[src/rtl/lcd_pkg.sv]
// Shared opcodes, geometry and cursor arithmetic
// for the character-LCD bus decoder.
package lcd_pkg;

  localparam logic [7:0] CMD_CLEAR   = 8'h01;
  localparam logic [7:0] CMD_HOME    = 8'h02;
  localparam logic [7:0] CMD_ENTRY   = 8'h04;
  localparam logic [7:0] CMD_DISPCTL = 8'h08;
  localparam logic [7:0] CMD_SHIFT   = 8'h10;
  localparam logic [7:0] CMD_FUNC    = 8'h20;
  localparam logic [7:0] CMD_CGRAM   = 8'h40;
  localparam logic [7:0] CMD_DDRAM   = 8'h80;

  localparam logic [6:0] LINE1_BASE    = 7'h00;
  localparam logic [6:0] LINE2_BASE    = 7'h40;
  localparam logic [6:0] LINE_LAST_COL = 7'h27;
  localparam logic [7:0] BLANK         = 8'h20;

  typedef enum logic [1:0] {
    ST_IDLE  = 2'd0,
    ST_BUSY  = 2'd1,
    ST_CLEAR = 2'd2
  } state_t;

  // Step the address counter with the line-wrap rules.
  function automatic logic [6:0] cur_step(
    input logic [6:0] c,
    input logic       inc
  );
    if (inc) begin
      if (c == LINE_LAST_COL)
        return LINE2_BASE;
      if (c == LINE2_BASE + LINE_LAST_COL)
        return LINE1_BASE;
      return c + 7'd1;
    end
    if (c == LINE1_BASE)
      return LINE2_BASE + LINE_LAST_COL;
    if (c == LINE2_BASE)
      return LINE_LAST_COL;
    return c - 7'd1;
  endfunction

endpackage

[src/rtl/lcd_bus_decoder_e_sync.sv]
// LCD_E synchronizer and bus capture;
// emits a one-cycle fall pulse with the captured transfer.
module lcd_e_sync #(
  parameter int SYNC_STAGES = 2
) (
  input  logic       CLK,
  input  logic       RESETN,
  input  logic       lcd_e,
  input  logic       lcd_rs,
  input  logic       lcd_rw,
  input  logic [7:0] lcd_data,
  output logic       fall,
  output logic       cap_rs,
  output logic       cap_rw,
  output logic [7:0] cap_data
);

  logic [SYNC_STAGES-1:0] sync;
  logic                   e_s;
  logic                   e_d;

  assign e_s  = sync[SYNC_STAGES-1];
  assign fall = e_d & ~e_s;

  // Synchronize E and sample the bus while it is high.
  always_ff @(posedge CLK or posedge RESETN) begin
    if (RESETN) begin
      sync     <= '0;
      e_d      <= 1'b0;
      cap_rs   <= 1'b0;
      cap_rw   <= 1'b0;
      cap_data <= 8'h00;
    end else begin
      sync <= {sync[SYNC_STAGES-2:0], lcd_e};
      e_d  <= e_s;
      if (e_s) begin
        cap_rs   <= lcd_rs;
        cap_rw   <= lcd_rw;
        cap_data <= lcd_data;
      end
    end
  end

endmodule

[src/rtl/lcd_bus_decoder.sv]
// HD44780-style write-bus receiver: decodes transfers
// into a 2x16 display-RAM model plus cursor/mode state.
module lcd_bus_decoder
  import lcd_pkg::*;
#(
  parameter int SYNC_STAGES = 2,
  parameter int BUSY_CYCLES = 4
) (
  input  logic       CLK,
  input  logic       RESETN,
  input  logic       LCD_E,
  input  logic       LCD_RS,
  input  logic       LCD_RW,
  input  logic [7:0] LCD_DATA,
  input  logic [4:0] RD_ADDR,
  output logic [7:0] RD_DATA,
  output logic [6:0] CURSOR_ADDR,
  output logic       DISP_ON,
  output logic       MODE_8BIT,
  output logic       MODE_2LINE,
  output logic       ENTRY_INC,
  output logic       BUSY,
  output logic       CMD_VALID,
  output logic       CMD_RS,
  output logic [7:0] CMD_BYTE,
  output logic       ERR_BUSY
);

  logic       fall;
  logic       cap_rs;
  logic       cap_rw;
  logic [7:0] cap_data;

  state_t      state, state_n;
  logic [15:0] cnt, cnt_n;
  logic        accept, drop, is_clear;
  logic        wr_hit;
  logic [4:0]  wr_idx;
  logic [7:0]  cells [32];

  lcd_e_sync #(.SYNC_STAGES(SYNC_STAGES)) u_sync (
    .CLK      (CLK),
    .RESETN   (RESETN),
    .lcd_e    (LCD_E),
    .lcd_rs   (LCD_RS),
    .lcd_rw   (LCD_RW),
    .lcd_data (LCD_DATA),
    .fall     (fall),
    .cap_rs   (cap_rs),
    .cap_rw   (cap_rw),
    .cap_data (cap_data)
  );

  assign BUSY    = (state != ST_IDLE);
  assign RD_DATA = cells[RD_ADDR];
  assign wr_hit  = (CURSOR_ADDR[6:4] == 3'b000) ||
                   (CURSOR_ADDR[6:4] == 3'b100);
  assign wr_idx  = {CURSOR_ADDR[6], CURSOR_ADDR[3:0]};

  // State register.
  always_ff @(posedge CLK or posedge RESETN) begin
    if (RESETN) begin
      state <= ST_IDLE;
      cnt   <= '0;
    end else begin
      state <= state_n;
      cnt   <= cnt_n;
    end
  end

  // Accept/drop qualification and next-state logic.
  always_comb begin
    state_n  = state;
    cnt_n    = cnt;
    accept   = fall && !cap_rw && (state == ST_IDLE);
    drop     = fall && !cap_rw && (state != ST_IDLE);
    is_clear = !cap_rs && (cap_data == CMD_CLEAR);
    unique case (state)
      ST_IDLE: begin
        if (accept) begin
          if (is_clear) begin
            state_n = ST_CLEAR;
            cnt_n   = '0;
          end else if (BUSY_CYCLES > 0) begin
            state_n = ST_BUSY;
            cnt_n   = '0;
          end
        end
      end
      ST_BUSY: begin
        if (cnt == 16'(BUSY_CYCLES - 1))
          state_n = ST_IDLE;
        else
          cnt_n = cnt + 16'd1;
      end
      ST_CLEAR: begin
        cnt_n = cnt + 16'd1;
        if (cnt[4:0] == 5'd31)
          state_n = ST_IDLE;
      end
      default: state_n = ST_IDLE;
    endcase
  end

  // Apply accepted transfers, clear sweep and error flag.
  always_ff @(posedge CLK or posedge RESETN) begin
    if (RESETN) begin
      for (int i = 0; i < 32; i++)
        cells[i] <= BLANK;
      CURSOR_ADDR <= 7'h00;
      DISP_ON     <= 1'b0;
      MODE_8BIT   <= 1'b1;
      MODE_2LINE  <= 1'b0;
      ENTRY_INC   <= 1'b1;
      CMD_VALID   <= 1'b0;
      CMD_RS      <= 1'b0;
      CMD_BYTE    <= 8'h00;
      ERR_BUSY    <= 1'b0;
    end else begin
      CMD_VALID <= accept;
      if (drop)
        ERR_BUSY <= 1'b1;
      if (state == ST_CLEAR)
        cells[cnt[4:0]] <= BLANK;
      if (accept) begin
        CMD_RS   <= cap_rs;
        CMD_BYTE <= cap_data;
        if (cap_rs) begin
          if (wr_hit)
            cells[wr_idx] <= cap_data;
          CURSOR_ADDR <= cur_step(CURSOR_ADDR, ENTRY_INC);
        end else begin
          unique case (1'b1)
            (cap_data == 8'h00): ;
            (cap_data == CMD_CLEAR): begin
              CURSOR_ADDR <= LINE1_BASE;
              ENTRY_INC   <= 1'b1;
            end
            (cap_data inside {[CMD_HOME:CMD_ENTRY-8'd1]}):
              CURSOR_ADDR <= LINE1_BASE;
            (cap_data inside {[CMD_ENTRY:CMD_DISPCTL-8'd1]}):
              ENTRY_INC <= cap_data[1];
            (cap_data inside {[CMD_DISPCTL:CMD_SHIFT-8'd1]}):
              DISP_ON <= cap_data[2];
            (cap_data inside {[CMD_SHIFT:CMD_FUNC-8'd1]}): begin
              if (!cap_data[3])
                CURSOR_ADDR <= cur_step(CURSOR_ADDR, cap_data[2]);
            end
            (cap_data inside {[CMD_FUNC:CMD_CGRAM-8'd1]}): begin
              MODE_8BIT  <= cap_data[4];
              MODE_2LINE <= cap_data[3];
            end
            (cap_data inside {[CMD_CGRAM:CMD_DDRAM-8'd1]}): ;
            (cap_data >= CMD_DDRAM):
              CURSOR_ADDR <= cap_data[6:0];
            default: ;
          endcase
        end
      end
    end
  end

endmodule

[config.mk]
export PLATFORM = sky130hd
export DESIGN_NAME = lcd_bus_decoder
export DESIGN_NICKNAME = d
export VERILOG_FILES = /design/src/rtl/lcd_pkg.sv /design/src/rtl/lcd_bus_decoder_e_sync.sv /design/src/rtl/lcd_bus_decoder.sv
export SDC_FILE = /design/constraint.sdc
export NUM_CORES = 1
export LEC_CHECK = 0
export BUFFER_PORTS_ARGS = -buffer_cell sky130_fd_sc_hd__buf_4
export CORE_MARGIN = 4
export CORE_UTILIZATION = 50
export CTS_CLUSTER_SIZE = 20
export DETAILED_ROUTE_END_ITERATION = 10
export GPL_ROUTABILITY_DRIVEN = 0
export PLACE_DENSITY = 0.69
export SYNTH_ARGS = -nofsm -noshare
export SYNTH_HDL_FRONTEND = slang
export SYNTH_SLANG_ARGS = --single-unit
[constraint.sdc]
create_clock -name CLK -period 8.9 [get_ports CLK]
set_input_delay 0.89 -clock CLK [delete_from_list [all_inputs] [get_ports CLK]]
set_output_delay 0.89 -clock CLK [all_outputs]
set_load 0.01 [all_outputs]
=== Word-level counts from Yosys, hierarchy flattened ===
Cells that the tools add are included.

* Add/subtract/negate cells: 3
* Order comparisons: 16
* Equality and inequality tests: 14
* Mux-type cells: 90
* Bitwise operators: 9
* Reduce and logical (&&, ||, !) cells: 28

{| class="wikitable"
|+ Operator list
! cell !! count
|-
| 256-bit two-way mux || 4
|-
| 256-bit bitwise mux || 1
|-
| 224-bit AND || 1
|-
| 224-bit inverter || 1
|-
| 7-bit two-way mux || 20
|-
| 8-bit demux with 5-bit select || 2
|-
| 1-bit two-way mux || 48
|-
| 16-bit one-hot mux with 3 select lines || 1
|-
| 8-bit binary-select mux with 5-bit select || 1
|-
| 16-bit two-way mux || 2
|-
| 8-bit two-way mux || 4
|-
| 32-bit bitwise OR || 1
|-
| 7-bit one-hot mux with 3 select lines || 1
|-
| 6-bit greater-or-equal comparator (second input constant) || 3
|-
| 5-bit inverter with 6-bit output || 3
|-
| 3-bit AND reduction || 6
|-
| 16-bit by 1-bit adder with 16-bit output (second input constant) || 1
|-
| 16-bit by 2-bit == test with 1-bit output (second input constant) || 1
|-
| 7-bit == test (second input constant) || 2
|-
| 6-bit by 1-bit < comparator with 1-bit output (second input constant) || 2
|-
| 1-bit logical AND || 11
|-
| 8-bit by 1-bit == test with 1-bit output (second input constant) || 1
|-
| 8-bit by 2-bit greater-or-equal comparator with 1-bit output (second input constant) || 1
|-
| 8-bit by 3-bit greater-or-equal comparator with 1-bit output (second input constant) || 1
|-
| 32 further kinds || 41
|}

* Flip-flop bits (word level): 309
* Output and inout port bits: 31
* Logic and storage cells: 208

=== Depth between registers and ports, before layout ===
Gate-level depths: netlist of run 1.

* Depth after elaboration: 24
* Depth in mapped cells: 9

=== Hierarchy ===
Synthesis of run 1 repeated with hierarchy kept, for this count alone.

* Cell total of the unflattened synthesis: 1750
* Area, all modules: 15768.9 um2

{| class="wikitable"
|+ By module, submodules not included
! module !! instances !! cells each !! area an instance (um2)
|-
| lcd_bus_decoder || 1 || 1724 || 15273.4
|-
| lcd_e_sync || 1 || 26 || 495.5
|}

=== Least setup slack after synthesis of run 1 ===
OpenSTA, ideal clock, no wires.

* Path type: input port to output port
* Start: in RD_ADDR[1]
* End: out RD_DATA[0]
* Arrival time: 2.633 ns
* Setup slack: 5.377 ns
* Cell stages on the path: 5
* Path through: clkbuf_1 clkbuf_1 mux4_2 mux4_2 mux2_2

* Cells in the longest elaborated chain, start to end: 4

{| class="wikitable"
|+ Ends and longest elaborated chain
! element !! RTL line !! RTL
|-
| start, declared || lcd_bus_decoder.sv:15 || <nowiki>input logic [4:0] RD_ADDR,</nowiki>
|-
| 5-bit inverter with 6-bit output (implied by the code) || lcd_bus_decoder.sv:55 || <nowiki>assign RD_DATA = cells[RD_ADDR];</nowiki>
|-
| 8-bit binary-select mux with 5-bit select || lcd_bus_decoder.sv:55 ||
|-
| 8-bit two-way mux (implied by the code) (2 in series) || lcd_bus_decoder.sv:55 ||
|-
| end, declared || lcd_bus_decoder.sv:16 || <nowiki>output logic [7:0] RD_DATA,</nowiki>
|}

Every way passes these cells. The select of a mux whose other input is x is not followed.

=== Final worst setup path of run 1 ===
* Start: in RD_ADDR[0]
* End: out RD_DATA[4]

Same word-level chain as after synthesis.

==> summary.txt, run 1 <==
Power
  – Clock power frac: 39.8%
  – PD cells: 237 mW/mm^2
  – Sw Ratio: 29.1%
  – Comb pwr share: 17.3%
  – Power Internal: 0.00288 W
  – Net Switching: 0.00118 W
  – P_leak: 6.95 nW
  – Peak supply drop: 195 uV
  – Sequential share of power: 42.9%

GRT
  – Vias in the first global route: 11700
  – Antenna violations before repair: 0
  – Total grt overflow: 0
  – Largest net degree at the start of global routing: 164
  – First-pass GRT wire length: 70000 um
  – GRT Total Usage: 26.5%

Routing
  – TritonRoute pass-1 iters: 5
  – Drt via density: 6.12
  – # DRC: 0
  – Antenna Nets Post-Route: 0
  – Drt total wl: 43900 um
  – WL/cell: 22.0 um
  – Iter 0 DRT Violations: 1411
  – Vias: 12200

Synth
  – Commonest register cell after synthesis: dfrtp_1
  – Distinct cells, synth: 52
  – Synth area leaders: dfrtp_1, nand2_1, mux4_2
  – Top-area cell type share of the netlist area: 44.9%
  – Sequential share of the synthesized area: 50.7%
  – Ys Warns: 0
  – Synth Cell Area: 0.0153 mm^2
  – Synth Net Count: 1624
  – FF+latch count, synth: 309
  – Syn Inst Count: 1593
  – Area leader, netlist: dfrtp_1
  – Post-synth EDFFs: 0
  – Syn Area/Cell: 9.62 um^2
  – Fraction of registers with async set/reset: 100%
  – Synth top cells by count: nand2_1, o21ai_0, dfrtp_1
  – Top-count cell post-synth: nand2_1

Critical path
  – CP max stage cell: buf_4
  – Max Fanout on Critical Path: 53
  – Worst endpoint required time: 8.01 ns
  – Crit end category: primary output
  – Critical-path cell list: buf_4 -> buf_4 -> mux4_2 -> mux4_2 -> mux2_2 -> buf_4
  – CP Data Arrival Time: 3.61 ns
  – Worst Setup Path Type: input port to primary output
  – Crit-path max cell delay: 0.77 ns
  – Setup crit start kind: input port
  – Most frequent cell on the critical path: buf_4

STA
  – Final Cycle Share: 50.5%
  – Setup_tns: 0 ns
  – Final WS setup: 4.40 ns
  – Period minus WS final: 4.50 ns
  – Setup Viol. Count Final: 0
  – Max-slew headroom: 21.0%
  – Fin. max-slew vios: 0
  – Fin Hold WS: 0.360 ns
  – Layout Skew: 0.0183 ns
  – Worst Tran Pin Value: 1.18 ns
  – FMAX: 222 MHz
  – RSZ-0062 raised after global routing: no
  – Final Hold Fails: 0

Floorplanning
  – Die Ht: 183 um
  – DIE WIDTH: 183 um
  – Row count: 63
  – # IOs: 49
  – Total die area: 0.0335 mm^2
  – Initial core utilization: 51.2%
  – Core Area: 0.0300 mm^2

Flow run
  – MaxCap Viol Count: 0

Clock tree
  – Worst-path clk slew: 0.06 ns
  – Setup Fix Bufs, Post-CTS: 0
  – Clk Tree Root Cell: clkbuf_16
  – Post-CTS Resized: 0
  – Clock sinks: 309
  – Post-CTS Hold Fix Bufs: 0
  – CTS tree: done
  – H-tree Lvls: 2
  – Cts bufs inserted: 36
  – Clk Latency, worst-skew pair: 0.53 ns
  – Clk buf depth: 3

Place
  – Post-DP HPWL: 29400 um
  – IO Port Bufs: 48
  – Worst slack, placed: 4.37 ns

Final layout
  – Final net count: 1609
  – Area delta synth->final: 11.9%
  – Share of layout cells above drive strength 1: 17.1%
  – Diode count: 0

Hold path
  – Hold Path Class: register to register

Run status
  – Status: finished, final reports clean
==> worst paths after layout <==
kind / start / end / slack [ns] / cells past startpoint
setup / recovery: RD_ADDR[0] / RD_DATA[4] / 4.40 / 6
hold / removal: u_sync.sync[0]$_DFF_PP0_ / u_sync.sync[1]$_DFF_PP0_ / 0.36 / 0
setup reg to reg: cnt[4]$_DFFE_PP0P_ / cnt[3]$_DFFE_PP0P_ / 5.66 / 6
hold reg to reg: u_sync.sync[0]$_DFF_PP0_ / u_sync.sync[1]$_DFF_PP0_ / 0.36 / 0
max in group asynchronous: RESETN / cells[156]$_DFF_PP0_ / 6.66 / 4
min in group asynchronous: RESETN / cells[176]$_DFF_PP0_ / 0.64 / 3
==> layout make-up <==
type,count,area (um^2)
Tap cell,390,488
Sequential cell,309,7770
Fill cell,2510,12800
Clock inverter,15,249
Timing Repair Buffer,65,500
Inverter,14,56.3
Multi-Input combinational cell,1152,7030
Clock buffer,51,1060
==> power by group through the flow <==
| stage | Combinational (W) | Clock (W) | Sequential (W) |
|---|---|---|---|
| floorplan | 0.000486 | 0 | 0.00169 |
| global route | 0.000776 | 0.00169 | 0.00176 |
| finish | 0.000703 | 0.00162 | 0.00174 |
| detailed placement | 0.000700 | 0 | 0.00175 |
| CTS | 0.000700 | 0.00163 | 0.00173 |
| global placement | 0.000676 | 0 | 0.00176 |
==> critical path: cells and delay by family <==
kind / cells / cell delay, ns
mux: 3 / 1.46
buf+inv: 3 / 1.15
==> cell usage in the layout (no fill, tap or decap), drive strengths merged, types with 13 or more instances in the layout <==
master  instances
nand2         508
nand3          42
ha             13
dfrtp         275
buf            65
o21ai         287
clkbuf         51
a31oi          37
nor2           47
dfstp          34
mux4           80
mux2           30
==> flip-flops by register name, indices dropped and copies added (netlist names) <==
name,count
CMD_BYTE,8
CMD_RS,1
CMD_VALID,1
CURSOR_ADDR,7
DISP_ON,1
ENTRY_INC,1
ERR_BUSY,1
MODE_2LINE,1
MODE_8BIT,1
cells,256
cnt,16
state,2
u_sync.cap_data,8
u_sync.cap_rs,1
u_sync.cap_rw,1
u_sync.e_d,1
u_sync.sync,2
==> metal layers <==
layer / wire length (um) / up-vias / GRT usage (%)
met5: 0 / - / 0
met4: 1640 / 0 / 8.67
met3: 4280 / 97 / 5.87
met2: 18600 / 617 / 37.0
met1: 19400 / 6010 / 41.4
li1: - / 5500 / -
==> kinds of logic after synthesis <==
group           count (synthesis)  synth area share (%)
flops                         309                  50.7
xor+xnor                        6                 0.343
compound gates                363                  12.7
mux                           112                  14.1
simple gates                  658                  17.7
buf+inv                       132                  3.46
fa+ha+maj                      13                  1.06
==> through the flow <==
step | total power [W] | instance area [um^2] | utilization, % | std cells
floorplan | 0.00217 | 15300 | - | 1593
global placement | 0.00244 | 15800 | 52.9 | 1930
detailed placement | 0.00245 | 15800 | 52.9 | 1930
CTS | 0.00406 | 17200 | 57.3 | 1996
global route | 0.00423 | 17200 | 57.3 | 1996
finish | 0.00406 | 17200 | 57.3 | 1996
Note: power is estimated with default switching activity, not from simulation.
==> run 2: changes to the inputs <==
- PLACE_DENSITY: 0.69 -> 0.66
- clock period: 8.9 -> 4.15 ns (I/O delays scaled with it)
==> run 2 against run 1 <==
Via count fell by 2.2%. Setup slack got worse by 3.4 ns. Sequential cell count did not move. Core utilization barely moved. Clock-buffer cell count rose by 5. Clock power rose by 99%. Hold slack got worse by 0.28 ns. Design area barely moved. Total power rose by 110%. Largest power group unchanged. Sequential share of layout area barely moved. Combinational power rose by 110%. Register-to-register slack got worse by 4.6 ns.
==> summary.txt, run 2 (synthesized netlist as in run 1, its figures left out) <==
Floorplanning
  – Die Ht: 183 um (unchanged)
  – Initial core utilization: 51.2% (unchanged)
  – Core Area: 0.0300 mm^2 (unchanged)
  – Total die area: 0.0335 mm^2 (unchanged)
  – # IOs: 49 (unchanged)
  – Row count: 63 (unchanged)
  – DIE WIDTH: 183 um (unchanged)

Critical path
  – CP Data Arrival Time: 2.75 ns (was 3.61 ns)
  – Worst endpoint required time: 3.73 ns (was 8.01 ns)
  – RR Startpoint: state[0]$_DFFE_PP0P_ (was cnt[4]$_DFFE_PP0P_)
  – R2r setup slk: 1.08 ns (was 5.66 ns)
  – Worst Setup Path Type: input port to primary output (unchanged)
  – R2r endpoint: cells[166]$_DFF_PP0_ (was cnt[3]$_DFFE_PP0P_)
  – Critical-path cell list: buf_4 -> buf_12 -> mux4_2 -> mux4_2 -> mux2_2 -> buf_4 (was buf_4 -> buf_4 -> mux4_2 -> mux4_2 -> mux2_2 -> buf_4)
  – Max Fanout on Critical Path: 40 (was 53)
  – Setup crit start kind: input port (unchanged)
  – CP max stage cell: mux4_2 (was buf_4)
  – Crit-path max cell delay: 0.57 ns (was 0.77 ns)
  – Crit end category: primary output (unchanged)
  – Worst R2R Path Depth: 6 (unchanged)

Place
  – Dpl cell area: 0.0159 mm^2 (was 0.0158 mm^2)
  – Placed instance count: 1934 (was 1930)
  – Post-DP HPWL: 28400 um (was 29400 um)
  – IO Port Bufs: 48 (unchanged)

Run status
  – Status: finished, final reports clean (unchanged)

Routing
  – TritonRoute pass-1 iters: 8 (was 5)
  – Vias: 12000 (was 12200)
  – Drt via density: 5.97 (was 6.12)
  – Iter 0 DRT Violations: 1229 (was 1411)
  – WL/cell: 21.3 um (was 22.0 um)
  – Drt total wl: 42500 um (was 43900 um)
  – Antenna Nets Post-Route: 0 (unchanged)
  – # DRC: 0 (unchanged)

Final layout
  – Most flop-heavy register: cells (unchanged)
  – Final net count: 1614 (was 1609)
  – Share of layout cells above drive strength 1: 17.3% (was 17.1%)
  – Most common cell after layout, fill and taps aside: nand2_1 (unchanged)
  – Fillers: 2575 (was 2510)
  – Commonest non-fill, non-tap cells in the layout: nand2_1, o21ai_0, dfrtp_1, mux4_2, buf_4 (unchanged)
  – Multi-input logic area: 0.00703 mm^2 (unchanged)
  – Sequential Area: 0.00778 mm^2 (was 0.00777 mm^2)
  – Final Cell Area: 0.0171 mm^2 (was 0.0172 mm^2)
  – Final std cells w/o fill: 2001 (was 1996)
  – Area delta synth->final: 11.8% (was 11.9%)
  – Utilization after layout: 57.2% (was 57.3%)
  – Biggest regs: cells x256, cnt x16 (unchanged)
  – Max reg flops: 256 (unchanged)
  – Diode count: 0 (unchanged)

Clock tree
  – Worst-path clk slew: 0.05 ns (was 0.06 ns)
  – Clk Latency, worst-skew pair: 0.52 ns (was 0.53 ns)
  – CTS tree: done (unchanged)
  – Clock sinks: 309 (unchanged)
  – H-tree Lvls: 2 (unchanged)
  – Clk Tree Root Cell: clkbuf_16 (unchanged)
  – Clk buf depth: 3 (unchanged)
  – Post-CTS Hold Fix Bufs: 1 (was 0)
  – Setup Fix Bufs, Post-CTS: 0 (unchanged)
  – Post-CTS Resized: 0 (unchanged)
  – Cts bufs inserted: 36 (unchanged)

STA
  – Period minus WS final: 3.17 ns
  – FMAX: 316 MHz
  – Layout Skew: 0.0187 ns (was 0.0183 ns)
  – Setup Viol. Count Final: 0 (unchanged)
  – Final Hold Fails: 0 (unchanged)
  – RSZ-0062 raised after global routing: no (unchanged)
  – Max-slew headroom: 20.4% (was 21.0%)
  – Setup_tns: 0 ns (unchanged)
  – Worst Tran Pin Value: 1.19 ns (was 1.18 ns)
  – Final Cycle Share: 76.3%
  – Fin. max-slew vios: 0 (unchanged)

Power
  – Peak supply drop: 395 uV (was 195 uV)
  – PD cells: 495 mW/mm^2 (was 237 mW/mm^2)
  – Total power: 0.00848 W (was 0.00406 W)
  – P_leak: 6.96 nW (was 6.95 nW)

GRT
  – GRT Total Usage: 26.0% (was 26.5%)
  – Vias in the first global route: 11800 (was 11700)
  – Antenna violations before repair: 0 (unchanged)
  – First-pass GRT wire length: 69000 um (was 70000 um)
  – Largest net degree at the start of global routing: 152 (was 164)
  – Total grt overflow: 0 (unchanged)

Hold path
  – Hold Path Class: input port to asynchronous set/reset pin (was register to register)

Flow run
  – MaxCap Viol Count: 0 (unchanged)
## run 2: stage by stage
step           worst slack, ns  hold slack, ns
2_1_floorplan           -0.350           0.331
3_3_place_gp             0.982           0.332
3_5_place_dp             0.932           0.337
4_1_cts                  0.931           0.117
5_1_grt                  0.830           0.128
6_report                 0.983          0.0775
## run 2: layout make-up
class,instances,share of cell area (%)
flip-flops and latches,309,45.4
well taps,390,2.85
clock buffers,56,6.52
clock inverters,10,0.650
inverters,14,0.328
multi-input cells,1152,41.0
repair buffers,70,3.30
## run 2: how the worst max path moves through the flow
stage | startpoint | endpoint | slack, ns | depth (start not counted)
detailed placement | RD_ADDR[0] | RD_DATA[0] | 0.93 | 6
global route | state[1]$_DFFE_PP0P_ | cells[215]$_DFF_PP0_ | 0.83 | 6
finish | RD_ADDR[0] | RD_DATA[5] | 0.98 | 6
global placement | RD_ADDR[0] | RD_DATA[0] | 0.98 | 6
CTS | RD_ADDR[0] | RD_DATA[0] | 0.93 | 6
floorplan | RESETN | CMD_BYTE[0]$_DFFE_PP0P_ | -0.35 | 1
## run 2: power breakdown
group	leakage, nW	switching, W	total, W	internal [W]
registers	4.11	0.000384	0.00376	0.00338
clock network	0.612	0.00125	0.00323	0.00198
logic	2.24	0.000851	0.00149	0.000640
total	6.96	0.00248	0.00848	0.00600
## run 2: critical path, delay by kind of cell
kind                   cells  cell delay (ns)
buffers and inverters      3             0.90
multiplexers               3             1.36
## run 2: per-layer routing
metal  GRT usage (%)  vias up  wire length, um
li1                -     5519                -
met1            39.5     5854            19000
met2            37.1      507            18100
met3            7.48       75             4250
met4            6.53        0             1120
met5           0.143        -                0
==> run 3: changes to the inputs <==
- clock period: 4.15 -> 3.1 ns (I/O delays scaled with it)
==> run 3 against run 2 <==
Critical path depth unchanged. Design area up 2.7%. Global-route usage up 1.2 points. Setup slack worse by 0.63 ns. Via count up 3.0%. Sequential cell count unchanged. Clock-buffer cell count down 1. Critical endpoint is now RD_DATA[7]. Largest cell class unchanged. Largest power group unchanged. Highest routed layer unchanged.
==> summary.txt, run 3 (synthesized netlist as in run 1, its figures left out) <==
Run status
  – Status: finished, final reports clean (unchanged)

Power
  – Total power: 0.0113 W (was 0.00848 W)
  – PD cells: 644 mW/mm^2 (was 495 mW/mm^2)
  – Clock power frac: 37.3% (was 38.1%)
  – Peak supply drop: 504 uV (was 395 uV)
  – Power Internal: 0.00798 W (was 0.00600 W)
  – Net Switching: 0.00335 W (was 0.00248 W)
  – Comb pwr share: 18.6% (was 17.6%)
  – Sw Ratio: 29.6% (was 29.3%)
  – P_leak: 7.26 nW (was 6.96 nW)
  – Sequential share of power: 44.2% (was 44.3%)

Final layout
  – Diode count: 0 (unchanged)
  – Final std cells w/o fill: 2060 (was 2001)
  – Most common cell after layout, fill and taps aside: nand2_1 (unchanged)
  – Share of layout cells above drive strength 1: 19.8% (was 17.3%)
  – Biggest regs: cells x256, cnt x16 (unchanged)
  – Area delta synth->final: 14.9% (was 11.8%)
  – Commonest non-fill, non-tap cells in the layout: nand2_1, o21ai_0, dfrtp_1, buf_4, mux4_2 (was nand2_1, o21ai_0, dfrtp_1, mux4_2, buf_4)
  – Final net count: 1674 (was 1614)
  – Most flop-heavy register: cells (unchanged)
  – Max reg flops: 256 (unchanged)

Clock tree
  – Clk buf depth: 3 (unchanged)
  – Worst-path clk slew: 0.06 ns (was 0.05 ns)
  – CTS tree: done (unchanged)
  – Setup Fix Bufs, Post-CTS: 0 (unchanged)
  – H-tree Lvls: 2 (unchanged)
  – Post-CTS Resized: 0 (unchanged)
  – Clk Tree Root Cell: clkbuf_16 (unchanged)
  – Clk Latency, worst-skew pair: 0.52 ns (about the same)
  – Post-CTS Hold Fix Bufs: 2 (was 1)
  – Clock sinks: 309 (unchanged)
  – Cts bufs inserted: 36 (unchanged)

Floorplanning
  – Core Area: 0.0300 mm^2 (unchanged)
  – Initial core utilization: 51.2% (unchanged)
  – Total die area: 0.0335 mm^2 (unchanged)
  – Die Ht: 183 um (unchanged)
  – # IOs: 49 (unchanged)
  – Row count: 63 (unchanged)
  – DIE WIDTH: 183 um (unchanged)

GRT
  – Vias in the first global route: 11900 (was 11800)
  – Antenna violations before repair: 0 (unchanged)
  – Total grt overflow: 0 (unchanged)
  – First-pass GRT wire length: 71500 um (was 69000 um)
  – GRT Total Usage: 27.1% (was 26.0%)
  – Largest net degree at the start of global routing: 67 (was 152)

Flow run
  – MaxCap Viol Count: 0 (unchanged)

Place
  – Post-DP HPWL: 31400 um (was 28400 um)
  – IO Port Bufs: 48 (unchanged)
  – Placed instance count: 1993 (was 1934)

Routing
  – WL/cell: 21.8 um (was 21.3 um)
  – TritonRoute pass-1 iters: 5 (was 8)
  – Drt total wl: 44900 um (was 42500 um)
  – Vias: 12300 (was 12000)
  – # DRC: 0 (unchanged)
  – Drt via density: 5.98 (was 5.97)
  – Iter 0 DRT Violations: 1297 (was 1229)
  – Antenna Nets Post-Route: 0 (unchanged)

Critical path
  – Worst Setup Path Type: input port to primary output (unchanged)
  – Crit end category: primary output (unchanged)
  – Max Fanout on Critical Path: 20 (was 40)
  – Setup crit start kind: input port (unchanged)
  – Worst endpoint required time: 2.79 ns (was 3.73 ns)
  – CP Data Arrival Time: 2.43 ns (was 2.75 ns)

STA
  – FMAX: 365 MHz
  – Layout Skew: 0.0163 ns (was 0.0187 ns)
  – Worst Tran Pin Value: 1.06 ns (was 1.19 ns)
  – Final Cycle Share: 88.5%
  – Final Hold Fails: 0 (unchanged)
  – Fin Hold WS: 0.0186 ns (was 0.0775 ns)
  – RSZ-0062 raised after global routing: no (unchanged)
  – Fin. max-slew vios: 0 (unchanged)
  – Max-slew headroom: 29.1% (was 20.4%)
  – Period minus WS final: 2.74 ns
  – Setup Viol. Count Final: 0 (unchanged)

Hold path
  – Hold Path Class: input port to register (was input port to asynchronous set/reset pin)
## run 3: layout make-up
cell class                 count  area [um^2]
clock buffer                  55         1030
clock inverter                10          136
fill                        2550        12300
inverter                      14         56.3
multi-input combinational   1152         7030
sequential                   309         7780
tap                          390          488
timing repair buffer         130         1090
## run 3: power groups by stage
stage | logic, W | registers, W | clock network, W
floorplan | 0.00140 | 0.00485 | 0
global placement | 0.00202 | 0.00506 | 0
detailed placement | 0.00209 | 0.00504 | 0
CTS | 0.00210 | 0.00499 | 0.00429
global route | 0.00231 | 0.00505 | 0.00446
finish | 0.00211 | 0.00501 | 0.00422
## run 3: worst paths after layout
kind                                                  from                              to  slack, ns  cells past startpoint
worst max-delay path                            RD_ADDR[0]                      RD_DATA[7]       0.36                      6
worst min-delay path                           LCD_DATA[2]  u_sync.cap_data[2]$_DFFE_PP0P_       0.02                      2
worst max register to register  CURSOR_ADDR[5]$_DFFE_PP0P_            cells[161]$_DFF_PP0_       0.59                      6
worst min register to register    u_sync.sync[0]$_DFF_PP0_        u_sync.sync[1]$_DFF_PP0_       0.36                      0
max in group asynchronous                           RESETN            cells[237]$_DFF_PP1_       2.18                      3
min in group asynchronous                           RESETN            cells[182]$_DFF_PP0_       0.06                      2
## run 3: per-layer routing
| layer | track usage [%] | share of wire, % | vias to the layer above |
|---|---|---|---|
| met5 | 0 | 0 | - |
| met1 | 42.5 | 45 | 5962 |
| met2 | 37.6 | 42 | 637 |
| li1 | - | - | 5627 |
| met4 | 8.05 | 3.1 | 0 |
| met3 | 6.70 | 11 | 84 |
## run 3: critical path, cell delays in order
cell    delay [ns]
buf_4         0.34
buf_4         0.31
mux4_2        0.53
mux4_2        0.49
mux2_2        0.29
buf_4         0.15
## run 3: metrics by stage
stage / setup TNS, ns / utilization (%) / area [um^2] / worst slack (ns)
6_report: 0 / 58.8 / 17600 / 0.357
5_1_grt: 0 / 58.8 / 17600 / 0.249
4_1_cts: 0 / 58.8 / 17600 / 0.334
3_5_place_dp: 0 / 54.8 / 16400 / 0.355
3_3_place_gp: 0 / 54.8 / 16400 / 0.410
2_1_floorplan: -362.84 / - / 15300 / -1.30
